### src/rtl/prog_loader_if.sv
// Byte-stream source and unified memory port seen by the program loader.
// master = loader side, slave = stream source plus memory.
interface prog_loader_if;
  localparam int unsigned DW = 8;
  localparam int unsigned AW = 8;

  logic [DW-1:0] i_s_data;
  logic          i_s_valid;
  logic          o_s_ready;
  logic [AW-1:0] o_mem_addr;
  logic [DW-1:0] o_mem_data_write;
  logic          o_mem_write_enable;
  logic [DW-1:0] i_mem_data_read;

  modport master (
    input  i_s_data, i_s_valid, i_mem_data_read,
    output o_s_ready, o_mem_addr, o_mem_data_write, o_mem_write_enable
  );

  modport slave (
    output i_s_data, i_s_valid, i_mem_data_read,
    input  o_s_ready, o_mem_addr, o_mem_data_write, o_mem_write_enable
  );
endinterface

### src/rtl/prog_loader.sv
// Streams a program image into memory while holding the CPU in reset,
// then optionally reads it back and compares checksums.
module prog_loader #(
  parameter int unsigned READ_LATENCY = 1,
  parameter bit          VERIFY       = 1'b1
) (
  input  logic          i_clk,
  input  logic          i_rstn,
  input  logic          i_start,
  input  logic [7:0]    i_base_addr,
  input  logic [8:0]    i_len,
  prog_loader_if.master bus,
  output logic          o_busy,
  output logic          o_cpu_rstn,
  output logic          o_done,
  output logic          o_error,
  output logic [7:0]    o_checksum
);
  localparam int unsigned AW = 8;
  localparam int unsigned DW = 8;
  localparam int unsigned LW = 9;
  localparam logic [LW-1:0] MAX_LEN = LW'(256);

  typedef enum logic [1:0] {ST_IDLE, ST_WRITE, ST_VERIFY, ST_DONE} state_e;

  state_e                  state_q, state_d;
  logic [AW-1:0]           base_q, base_d;
  logic [LW-1:0]           len_q, len_d;
  logic [LW-1:0]           wcnt_q, wcnt_d;
  logic [LW-1:0]           icnt_q, icnt_d;
  logic [LW-1:0]           rcnt_q, rcnt_d;
  logic [DW-1:0]           wsum_q, wsum_d;
  logic [DW-1:0]           rsum_q, rsum_d;
  logic                    av_q, av_d;
  logic [READ_LATENCY-1:0] tag_q, tag_d;
  logic                    ready_q, ready_d;
  logic                    we_q, we_d;
  logic [AW-1:0]           addr_q, addr_d;
  logic [DW-1:0]           wdata_q, wdata_d;
  logic                    busy_q, busy_d;
  logic                    cpu_rstn_q, cpu_rstn_d;
  logic                    done_q, done_d;
  logic                    error_q, error_d;
  logic [DW-1:0]           checksum_q, checksum_d;

  logic          hs;
  logic          rd_ret;
  logic [DW-1:0] rd_sum;
  logic          finish;
  logic          fin_err;

  // State and output registers
  always_ff @(posedge i_clk or negedge i_rstn) begin
    if (!i_rstn) begin
      state_q    <= ST_IDLE;
      base_q     <= '0;
      len_q      <= '0;
      wcnt_q     <= '0;
      icnt_q     <= '0;
      rcnt_q     <= '0;
      wsum_q     <= '0;
      rsum_q     <= '0;
      av_q       <= 1'b0;
      tag_q      <= '0;
      ready_q    <= 1'b0;
      we_q       <= 1'b0;
      addr_q     <= '0;
      wdata_q    <= '0;
      busy_q     <= 1'b0;
      cpu_rstn_q <= 1'b1;
      done_q     <= 1'b0;
      error_q    <= 1'b0;
      checksum_q <= '0;
    end else begin
      state_q    <= state_d;
      base_q     <= base_d;
      len_q      <= len_d;
      wcnt_q     <= wcnt_d;
      icnt_q     <= icnt_d;
      rcnt_q     <= rcnt_d;
      wsum_q     <= wsum_d;
      rsum_q     <= rsum_d;
      av_q       <= av_d;
      tag_q      <= tag_d;
      ready_q    <= ready_d;
      we_q       <= we_d;
      addr_q     <= addr_d;
      wdata_q    <= wdata_d;
      busy_q     <= busy_d;
      cpu_rstn_q <= cpu_rstn_d;
      done_q     <= done_d;
      error_q    <= error_d;
      checksum_q <= checksum_d;
    end
  end

  // Next-state and registered-output logic
  always_comb begin
    state_d    = state_q;
    base_d     = base_q;
    len_d      = len_q;
    wcnt_d     = wcnt_q;
    icnt_d     = icnt_q;
    rcnt_d     = rcnt_q;
    wsum_d     = wsum_q;
    rsum_d     = rsum_q;
    av_d       = 1'b0;
    ready_d    = 1'b0;
    we_d       = 1'b0;
    addr_d     = addr_q;
    wdata_d    = wdata_q;
    busy_d     = busy_q;
    cpu_rstn_d = cpu_rstn_q;
    done_d     = 1'b0;
    error_d    = error_q;
    checksum_d = checksum_q;
    finish     = 1'b0;
    fin_err    = 1'b0;

    hs     = (state_q == ST_WRITE) && bus.i_s_valid && ready_q;
    rd_ret = tag_q[READ_LATENCY-1];
    rd_sum = rsum_q + bus.i_mem_data_read;

    // Valid tags travel alongside the memory read pipeline
    tag_d[0] = av_q;
    for (int unsigned i = 1; i < READ_LATENCY; i++) begin
      tag_d[i] = tag_q[i-1];
    end

    unique case (state_q)
      ST_IDLE: begin
        if (i_start) begin
          state_d    = ST_WRITE;
          base_d     = i_base_addr;
          len_d      = (i_len > MAX_LEN) ? MAX_LEN : i_len;
          wcnt_d     = '0;
          icnt_d     = '0;
          rcnt_d     = '0;
          wsum_d     = '0;
          rsum_d     = '0;
          error_d    = 1'b0;
          checksum_d = '0;
          busy_d     = 1'b1;
          cpu_rstn_d = 1'b0;
        end
      end
      ST_WRITE: begin
        if (hs) begin
          addr_d  = base_q + wcnt_q[AW-1:0];
          wdata_d = bus.i_s_data;
          we_d    = 1'b1;
          wsum_d  = wsum_q + bus.i_s_data;
          wcnt_d  = wcnt_q + LW'(1);
        end
        ready_d = (wcnt_d < len_q);
        // A zero-length load also passes through here so DONE lands one cycle after start
        if (wcnt_q == len_q) begin
          if (VERIFY && (len_q != '0)) begin
            state_d = ST_VERIFY;
            addr_d  = base_q;
            av_d    = 1'b1;
            icnt_d  = LW'(1);
          end else begin
            finish = 1'b1;
          end
        end
      end
      ST_VERIFY: begin
        if (icnt_q < len_q) begin
          addr_d = base_q + icnt_q[AW-1:0];
          av_d   = 1'b1;
          icnt_d = icnt_q + LW'(1);
        end
        if (rd_ret) begin
          rsum_d = rd_sum;
          rcnt_d = rcnt_q + LW'(1);
          if ((rcnt_q + LW'(1)) == len_q) begin
            finish  = 1'b1;
            fin_err = (rd_sum != wsum_q);
          end
        end
      end
      ST_DONE: begin
        state_d = ST_IDLE;
      end
      default: begin
        state_d = ST_IDLE;
      end
    endcase

    if (finish) begin
      state_d    = ST_DONE;
      done_d     = 1'b1;
      busy_d     = 1'b0;
      cpu_rstn_d = 1'b1;
      checksum_d = wsum_q;
      error_d    = fin_err;
    end
  end

  assign bus.o_s_ready          = ready_q;
  assign bus.o_mem_addr         = addr_q;
  assign bus.o_mem_data_write   = wdata_q;
  assign bus.o_mem_write_enable = we_q;
  assign o_busy                 = busy_q;
  assign o_cpu_rstn             = cpu_rstn_q;
  assign o_done                 = done_q;
  assign o_error                = error_q;
  assign o_checksum             = checksum_q;
endmodule

### src/flat_wrapper.sv
// flat-port wrapper written by rule: the top's interface ports become plain ports
module prog_loader_flat 
#(
  parameter int unsigned READ_LATENCY = 1,
  parameter bit          VERIFY       = 1'b1
)
  (i_clk, i_rstn, i_start, i_base_addr, i_len, o_busy, o_cpu_rstn, o_done, o_error, o_checksum, bus_i_s_data, bus_i_s_valid, bus_i_mem_data_read, bus_o_s_ready, bus_o_mem_addr, bus_o_mem_data_write, bus_o_mem_write_enable);
  prog_loader_if bus_i ();
  input  logic i_clk;
  input  logic i_rstn;
  input  logic i_start;
  input  logic [7:0] i_base_addr;
  input  logic [8:0] i_len;
  output logic o_busy;
  output logic o_cpu_rstn;
  output logic o_done;
  output logic o_error;
  output logic [7:0] o_checksum;
  input wire logic [$bits(bus_i.i_s_data)-1:0] bus_i_s_data;
  input wire logic [$bits(bus_i.i_s_valid)-1:0] bus_i_s_valid;
  input wire logic [$bits(bus_i.i_mem_data_read)-1:0] bus_i_mem_data_read;
  output wire logic [$bits(bus_i.o_s_ready)-1:0] bus_o_s_ready;
  output wire logic [$bits(bus_i.o_mem_addr)-1:0] bus_o_mem_addr;
  output wire logic [$bits(bus_i.o_mem_data_write)-1:0] bus_o_mem_data_write;
  output wire logic [$bits(bus_i.o_mem_write_enable)-1:0] bus_o_mem_write_enable;
  assign bus_i.i_s_data = bus_i_s_data;
  assign bus_i.i_s_valid = bus_i_s_valid;
  assign bus_i.i_mem_data_read = bus_i_mem_data_read;
  assign bus_o_s_ready = bus_i.o_s_ready;
  assign bus_o_mem_addr = bus_i.o_mem_addr;
  assign bus_o_mem_data_write = bus_i.o_mem_data_write;
  assign bus_o_mem_write_enable = bus_i.o_mem_write_enable;
  prog_loader #(.READ_LATENCY(READ_LATENCY), .VERIFY(VERIFY)) u_core (.i_clk(i_clk), .i_rstn(i_rstn), .i_start(i_start), .i_base_addr(i_base_addr), .i_len(i_len), .bus(bus_i), .o_busy(o_busy), .o_cpu_rstn(o_cpu_rstn), .o_done(o_done), .o_error(o_error), .o_checksum(o_checksum));
endmodule
### config.mk
export PLATFORM = sky130hd
export DESIGN_NAME = prog_loader_flat
export DESIGN_NICKNAME = d
export VERILOG_FILES = /design/src/rtl/prog_loader_if.sv /design/src/rtl/prog_loader.sv /design/src/flat_wrapper.sv
export SDC_FILE = /design/constraint.sdc
export NUM_CORES = 1
export LEC_CHECK = 0
export ABC_AREA = 0
export ABC_CLOCK_PERIOD_IN_PS = 2600
export CAP_MARGIN = 10
export CORE_ASPECT_RATIO = 0.6
export CORE_MARGIN = 1
export CORE_UTILIZATION = 45
export CTS_CLUSTER_DIAMETER = 30
export DETAILED_ROUTE_END_ITERATION = 10
export MAX_ROUTING_LAYER = met4
export PLACE_DENSITY = 0.8
export RECOVER_POWER = 25
export SLEW_MARGIN = 20
export SYNTH_ARGS = -nofsm -noshare
export SYNTH_HDL_FRONTEND = slang
export SYNTH_SLANG_ARGS = --single-unit
### constraint.sdc
create_clock -name i_clk -period 2.6 [get_ports i_clk]
set_input_delay 0.26 -clock i_clk [delete_from_list [all_inputs] [get_ports i_clk]]
set_output_delay 0.26 -clock i_clk [all_outputs]
set_load 0.005 [all_outputs]
==> Yosys cells after proc, flatten, opt, wreduce, memory -nomap -nowiden <==
Index checks and enable logic that the tools add are counted.
W data, S select, Z words.
{ "op_classes": {"n_shift": 0, "div": 0, "n_addsub": 7, "multipliers": 0, "n_reduce_logical": 20, "mux": 51, "n_eq_ne": 15, "bitwise": 0, "n_lt_le_gt_ge": 3} }
{ "op_table": {"columns": ["operator", "n"], "rows": [
  ["$mux W8", 9],
  ["$mux W9", 8],
  ["$pmux W8 S2", 3],
  ["$pmux W9 S2", 2],
  ["$add A8 B8 Y8", 4],
  ["$add A9 B1 Y9 const B", 3],
  ["$pmux W9 S3", 1],
  ["$mux W1", 21],
  ["$eq A9 B9 Y1", 2],
  ["$lt A9 B9 Y1", 2],
  ["$reduce_and A2 Y1", 5],
  ["$reduce_bool A2 Y1", 5],
  ["$gt A9 B9 Y1 const B", 1],
  ["$ne A3 B2 Y1 const B", 3],
  ["$reduce_bool A9 Y1", 1],
  ["$mux W2", 4],
  ["$ne A8 B8 Y1", 1],
  ["$ne A2 B1 Y1 const B", 3],
  ["$ne A2 B2 Y1 const B", 3],
  ["$pmux W2 S3", 1],
  ["$reduce_and A3 Y1", 2],
  ["$reduce_and A5 Y1", 1],
  ["$eq A2 B2 Y1 const B", 2],
  ["$pmux W1 S2", 2],
  ["other kinds (6)", 7]
]} }
{ "word_totals": {"input_bits": 37, "out_inout_bits": 30, "latchBits": 0, "ram_bits": 0, "regBits": 94, "mem_count": 0, "word_cells": 115, "mem_bits_ro": 0} }

==> Depth between registers and ports, before layout <==
{ "logic_depth": {"word_depth": 7, "depth_mapped": 12, "mapped_depth_nobuf": 12} }

==> Worst setup path before layout <==
Ideal clock, no wire load.
{ "synth_path": {"path_type": "reg2reg", "from": "register u_core.state_q[1]", "to": "register u_core.ready_q, in the netlist u_core.bus.o_s_ready", "n_path_buf": 1, "synth_period_minus_slack_ps": 2530, "required_ps": 2535, "stages_incl_launch_ff": 13, "arrival_ps": 2465, "path_slack_ps": 70, "setup_time_ps": 65, "cell_sequence": "dfrtp_1 > inv_1 > ha_1 > nand3_1 > inv_1 > clkbuf_1 > nand2_1 > o21ai_0 > ha_1 > a211oi_1 > o21bai_1 > a2111oi_0 > o21a_1"} }
{ "synth_via": {"elab_chain_cells": 7} }
{ "synth_rtl": {"columns": ["element", "line_no", "rtl"], "rows": [
  ["from (decl)", "prog_loader.sv:26", "state_e state_q, state_d;"],
  ["from (signal assigned)", "prog_loader.sv:75", "state_q <= state_d;"],
  ["$eq A2 B1 Y1 *", "prog_loader.sv:120, prog_loader.sv:130", null],
  ["$logic_and A1 B1 Y1 (2 in series)", "prog_loader.sv:120", "hs = (state_q == ST_WRITE) && bus.i_s_valid && ready_q;"],
  ["$mux W9", "prog_loader.sv:148", "if (hs) begin"],
  ["$mux W9", "prog_loader.sv:130", "unique case (state_q)"],
  ["$lt A9 B9 Y1", "prog_loader.sv:155", "ready_d = (wcnt_d < len_q);"],
  ["$mux W1 *", "prog_loader.sv:130", null],
  ["net u_core.ready_d", "prog_loader.sv:36", "logic ready_q, ready_d;"],
  ["to (signal assigned)", "prog_loader.sv:85", "ready_q <= ready_d;"],
  ["to (decl)", "prog_loader.sv:36", null]
]} }
The timed path passes the listed nets; every way through them passes the cells marked *. The select of a mux whose other input is x is not followed.
A chain may end at the register's enable or synchronous reset.

==> Final worst setup path <==
{ "layout_path": {"from": "register u_core.len_q[6]", "to": "register u_core.addr_q[4], in the netlist u_core.bus.o_mem_addr[4]"} }
{ "layout_via": {"elab_chain_cells": 4, "word_cells_on_any_way": 8, "cone_classes": "order compare: 1; eq/ne: 2; mux: 3; reduce/logical: 2"} }
{ "layout_rtl": {"columns": ["element", "line_no", "rtl"], "rows": [
  ["from (decl)", "prog_loader.sv:28", "logic [LW-1:0] len_q, len_d;"],
  ["from (signal assigned)", "prog_loader.sv:77", "len_q <= len_d;"],
  ["branches (longest 4 deep; another with $lt A9 B9 Y1)", null, null],
  ["to (signal assigned)", "prog_loader.sv:87", "addr_q <= addr_d;"],
  ["to (decl)", "prog_loader.sv:38", "logic [AW-1:0] addr_q, addr_d;"]
]} }
Parallel ways; which one is timed is not known.

==> run summary <==
The number of primary I/O pins is 67. The die outline area came out at 0.0147 sq mm. The post-synthesis cell type count came out at 57. The number of buffers added by the clock tree synthesis step is 9.

The number of global-route vias before repair came out at 5277. The remaining global-route overflow came out at 0. The share of post-route cells with drive strength above 1 is 11.9%.

The final antenna-violating net count is 0. The maximum operating frequency is 0.397 GHz. The worst setup path is captured at a register. Among all flip-flop cells after synthesis, the most frequent one is dfrtp_1. The power per cell area is 918 mW/mm^2. The effective utilization at floorplan came out at 46.3%. The number of nets in the final layout came out at 895. The summed instance area of the synthesized netlist is 0.00637 sq mm. The iteration-0 DRC count of the detailed router came out at 523. TritonCTS built the clock tree.

The maximum level of the CTS H-tree is 3. The number of warnings issued by yosys is 0. Measured along the x axis, the die boundary spans 156 microns. The routed layout has 5744 vias.

The slew at the pin closest to its max-slew limit is 1.53 ns. The final total negative setup slack is 0 ns. The synthesized area divided by synthesized cell count came out at 9.01 sq um. For this block, the routed nets add up to 17600 microns of wire. The final reports fail on max-capacitance violations, max-slew violations.

The clock network latency to the later pin of the worst-skew pair is 0.36 ns. The clock transition time at the flip-flop clock pins of the worst setup and hold paths is 0.07 ns. Setup slack closes at 0.0810 ns. The number of antenna violations at the first check in global routing is 0. Entering global routing, the biggest net connects 52 pins. The number of buffers added on ports is 66. After detailed routing, the number of remaining DRC violations is 0. The total routing resource utilization after global routing is 25.8%. The run finished, with violations left. The worst setup path is launched from a register. STA puts the critical path data required time at 2.84 ns. The layout has 1158 filler cells. The top cell types in the final layout, fill and taps aside, are 93 x nand2_1, 93 x dfrtp_1, 65 x clkdlybuf4s50_1. The clock skew after layout came out at 0.0165 ns.

The detailed placer's ending HPWL is 13000 microns. In the routed layout, each cell is associated on average with a via count of 5.74. The non-filler instance count after layout is 1000. The path class of the tightest hold or removal check is register to register.

The final-report max-slew violation count is 26. The tool flagged a number of max-cap violations equal to 1. The overall power consumption is 7.25 mW. For this design the static power due to leakage is 3.58 nW. For this run, the detailed router's first-pass iteration total came to 5. After detailed routing, the average wire length per cell comes to 17.6 microns. Setup repair after global routing left no endpoint under its margin. The final estimated routing congestion in global placement is 1.01. The worst max-slew margin expressed relative to the limit is -2.08%. Counting every instance in the synthesized netlist gives 707. Of all flip-flops after synthesis, the portion carrying an async set or reset was 100%. The worst path arrival time came out at 2.75 ns.

dfrtp_1 takes more of the synthesized area than any other cell. The share of Yosys cell area claimed by the top area cell type came out at 36.5%. Synthesis produced a netlist with a net count of 799. The vertical die dimension came out at 94.2 microns. The number of instances in the placed design came out at 978. The first-pass GRT wire length is 28100 microns. Clock tree synthesis selected as its root buffer the cell clkbuf_16. In the post-synthesis netlist, the biggest area contributors are dfrtp_1 37%, ha_1 10%, nand2_1 5.5%.

The worst ir drop on vdd is 0.426 mV. After floorplanning, the core was sized to cover 0.0137 sq mm. Sequential elements use 36.9% of the synthesized area. The maximum fanout count along the critical path is 8. The minimum setup slack after placement is 0.0126 ns. The count of clock tree sinks came out at 94. The minimum clock period after layout came out at 2.52 ns. The number of antenna diodes in the final layout is 0. In the finished design, the share of the clock period the worst path needs comes to 96.9%. The initialized floorplan defines 33 standard-cell rows. The area added between synthesis and finish came out at 23.9%.

The flip-flop and latch count after synthesis is 94. The number of synthesized flops with an enable pin came out at 0. The longest clock path from root to sink contains 2 buffers. The critical path is of the register to register type.

Setup violations remaining at the end of the flow were counted as 0. The final hold violation count came to 0.
[flip-flops by register name, summed over array words and instances (netlist names), 2 cells and up]
name,cells
u_core.o_checksum,8
u_core.state_q,2
u_core.wsum_q,8
u_core.bus.o_mem_addr,8
u_core.icnt_q,9
u_core.bus.o_mem_data_write,8
u_core.rsum_q,8
u_core.len_q,9
u_core.rcnt_q,9
u_core.wcnt_q,9
u_core.base_q,8
[Yosys cell counts, drive strengths merged, types with 9 or more instances]
| cell type | n |
|---|---|
| a21o | 9 |
| nand2b | 15 |
| inv | 35 |
| xor2 | 29 |
| nor2 | 46 |
| ha | 51 |
| mux2 | 13 |
| dfrtp | 93 |
| nor3 | 18 |
| a22o | 13 |
| buf | 16 |
| o21ai | 63 |
| mux2i | 13 |
| clkbuf | 16 |
| a21oi | 33 |
| xnor2 | 32 |
| nand3 | 19 |
| nand2 | 93 |
[worst paths after layout]
| kind | to | cells past startpoint | from | slack [ns] |
|---|---|---|---|---|
| worst max-delay path | u_core.bus.o_mem_addr[4]$_DFFE_PN0P_ | 9 | u_core.len_q[6]$_DFFE_PN0P_ | 0.08 |
| worst min-delay path | u_core.rd_ret$_DFF_PN0_ | 0 | u_core.av_q$_DFF_PN0_ | 0.36 |
| worst max register to register | u_core.bus.o_mem_addr[4]$_DFFE_PN0P_ | 9 | u_core.len_q[6]$_DFFE_PN0P_ | 0.08 |
| worst min register to register | u_core.rd_ret$_DFF_PN0_ | 0 | u_core.av_q$_DFF_PN0_ | 0.36 |
| max in group asynchronous | u_core.o_cpu_rstn$_DFFE_PN1P_ | 3 | i_rstn | 0.70 |
| min in group asynchronous | u_core.icnt_q[3]$_DFFE_PN0P_ | 2 | i_rstn | 0.83 |
[cell families (layout without fill, tap and decap cells)]
| family | count (synthesis) | after routing | synth area share (%) |
|---|---|---|---|
| xor gates and xnor gates | 61 | 61 | 8.38 |
| AOI/OAI and AO/OA | 180 | 180 | 18.3 |
| adders and majority gates | 55 | 55 | 11.3 |
| buffers and inverters | 67 | 168 | 4.56 |
| DFF | 94 | 94 | 36.9 |
| muxes | 26 | 26 | 4.34 |
| and+or+nand+nor | 224 | 224 | 16.3 |
[metrics by stage]
step | hold slack [ns] | utilization (%) | instance area, sq um
5_1_grt | 0.368 | 57.4 | 7900
4_1_cts | 0.362 | 56.6 | 7790
3_3_place_gp | 0.201 | 54.5 | 7490
6_report | 0.359 | 57.4 | 7900
3_5_place_dp | 0.202 | 54.5 | 7490
2_1_floorplan | -0.0356 | - | 6370
[metal layers]
metal	wire length, microns	global-route usage [%]	vias to the layer above
met5	0	-	-
met4	169	5.80	0
met3	1720	6.55	21
met2	6770	34.3	269
met1	8920	38.4	2753
li1	-	-	2701
[where the power goes]
| group | total (mW) | leakage, nW | internal (mW) | switching [mW] |
|---|---|---|---|---|
| Combinational | 3.71 | 2.20 | 1.70 | 2.01 |
| Clock | 1.32 | 0.143 | 0.677 | 0.642 |
| Sequential | 2.22 | 1.24 | 1.79 | 0.422 |
[what timing repair did]
item                                    CTS  global route
hold buffers                              1             0
endpoints found under the hold margin    24             0
resized for setup                         0            19
buffers inserted                          0             4
endpoints found under the setup margin    0            22
[final cells by class]
| class | count | area (sq um) | share of cell area [%] |
|---|---|---|---|
| inverter | 35 | 131 | 1.66 |
| clock buffer | 10 | 229 | 2.90 |
| timing repair buffer | 117 | 1090 | 13.8 |
| multi-input combinational | 546 | 3790 | 48.0 |
| sequential | 94 | 2350 | 29.8 |
| tap | 192 | 240 | 3.04 |
| clock inverter | 6 | 62.6 | 0.792 |
[critical path: stages, from the launching register on]
cell and delay [ns]:
dfrtp_1 0.40, inv_2 0.09, ha_4 0.20, a21o_1 0.18
a21o_1 0.19, a221o_1 0.35, a31oi_4 0.20, buf_6 0.17
mux2_2 0.34, a221o_1 0.29
Power figures use the tool's default switching activity.
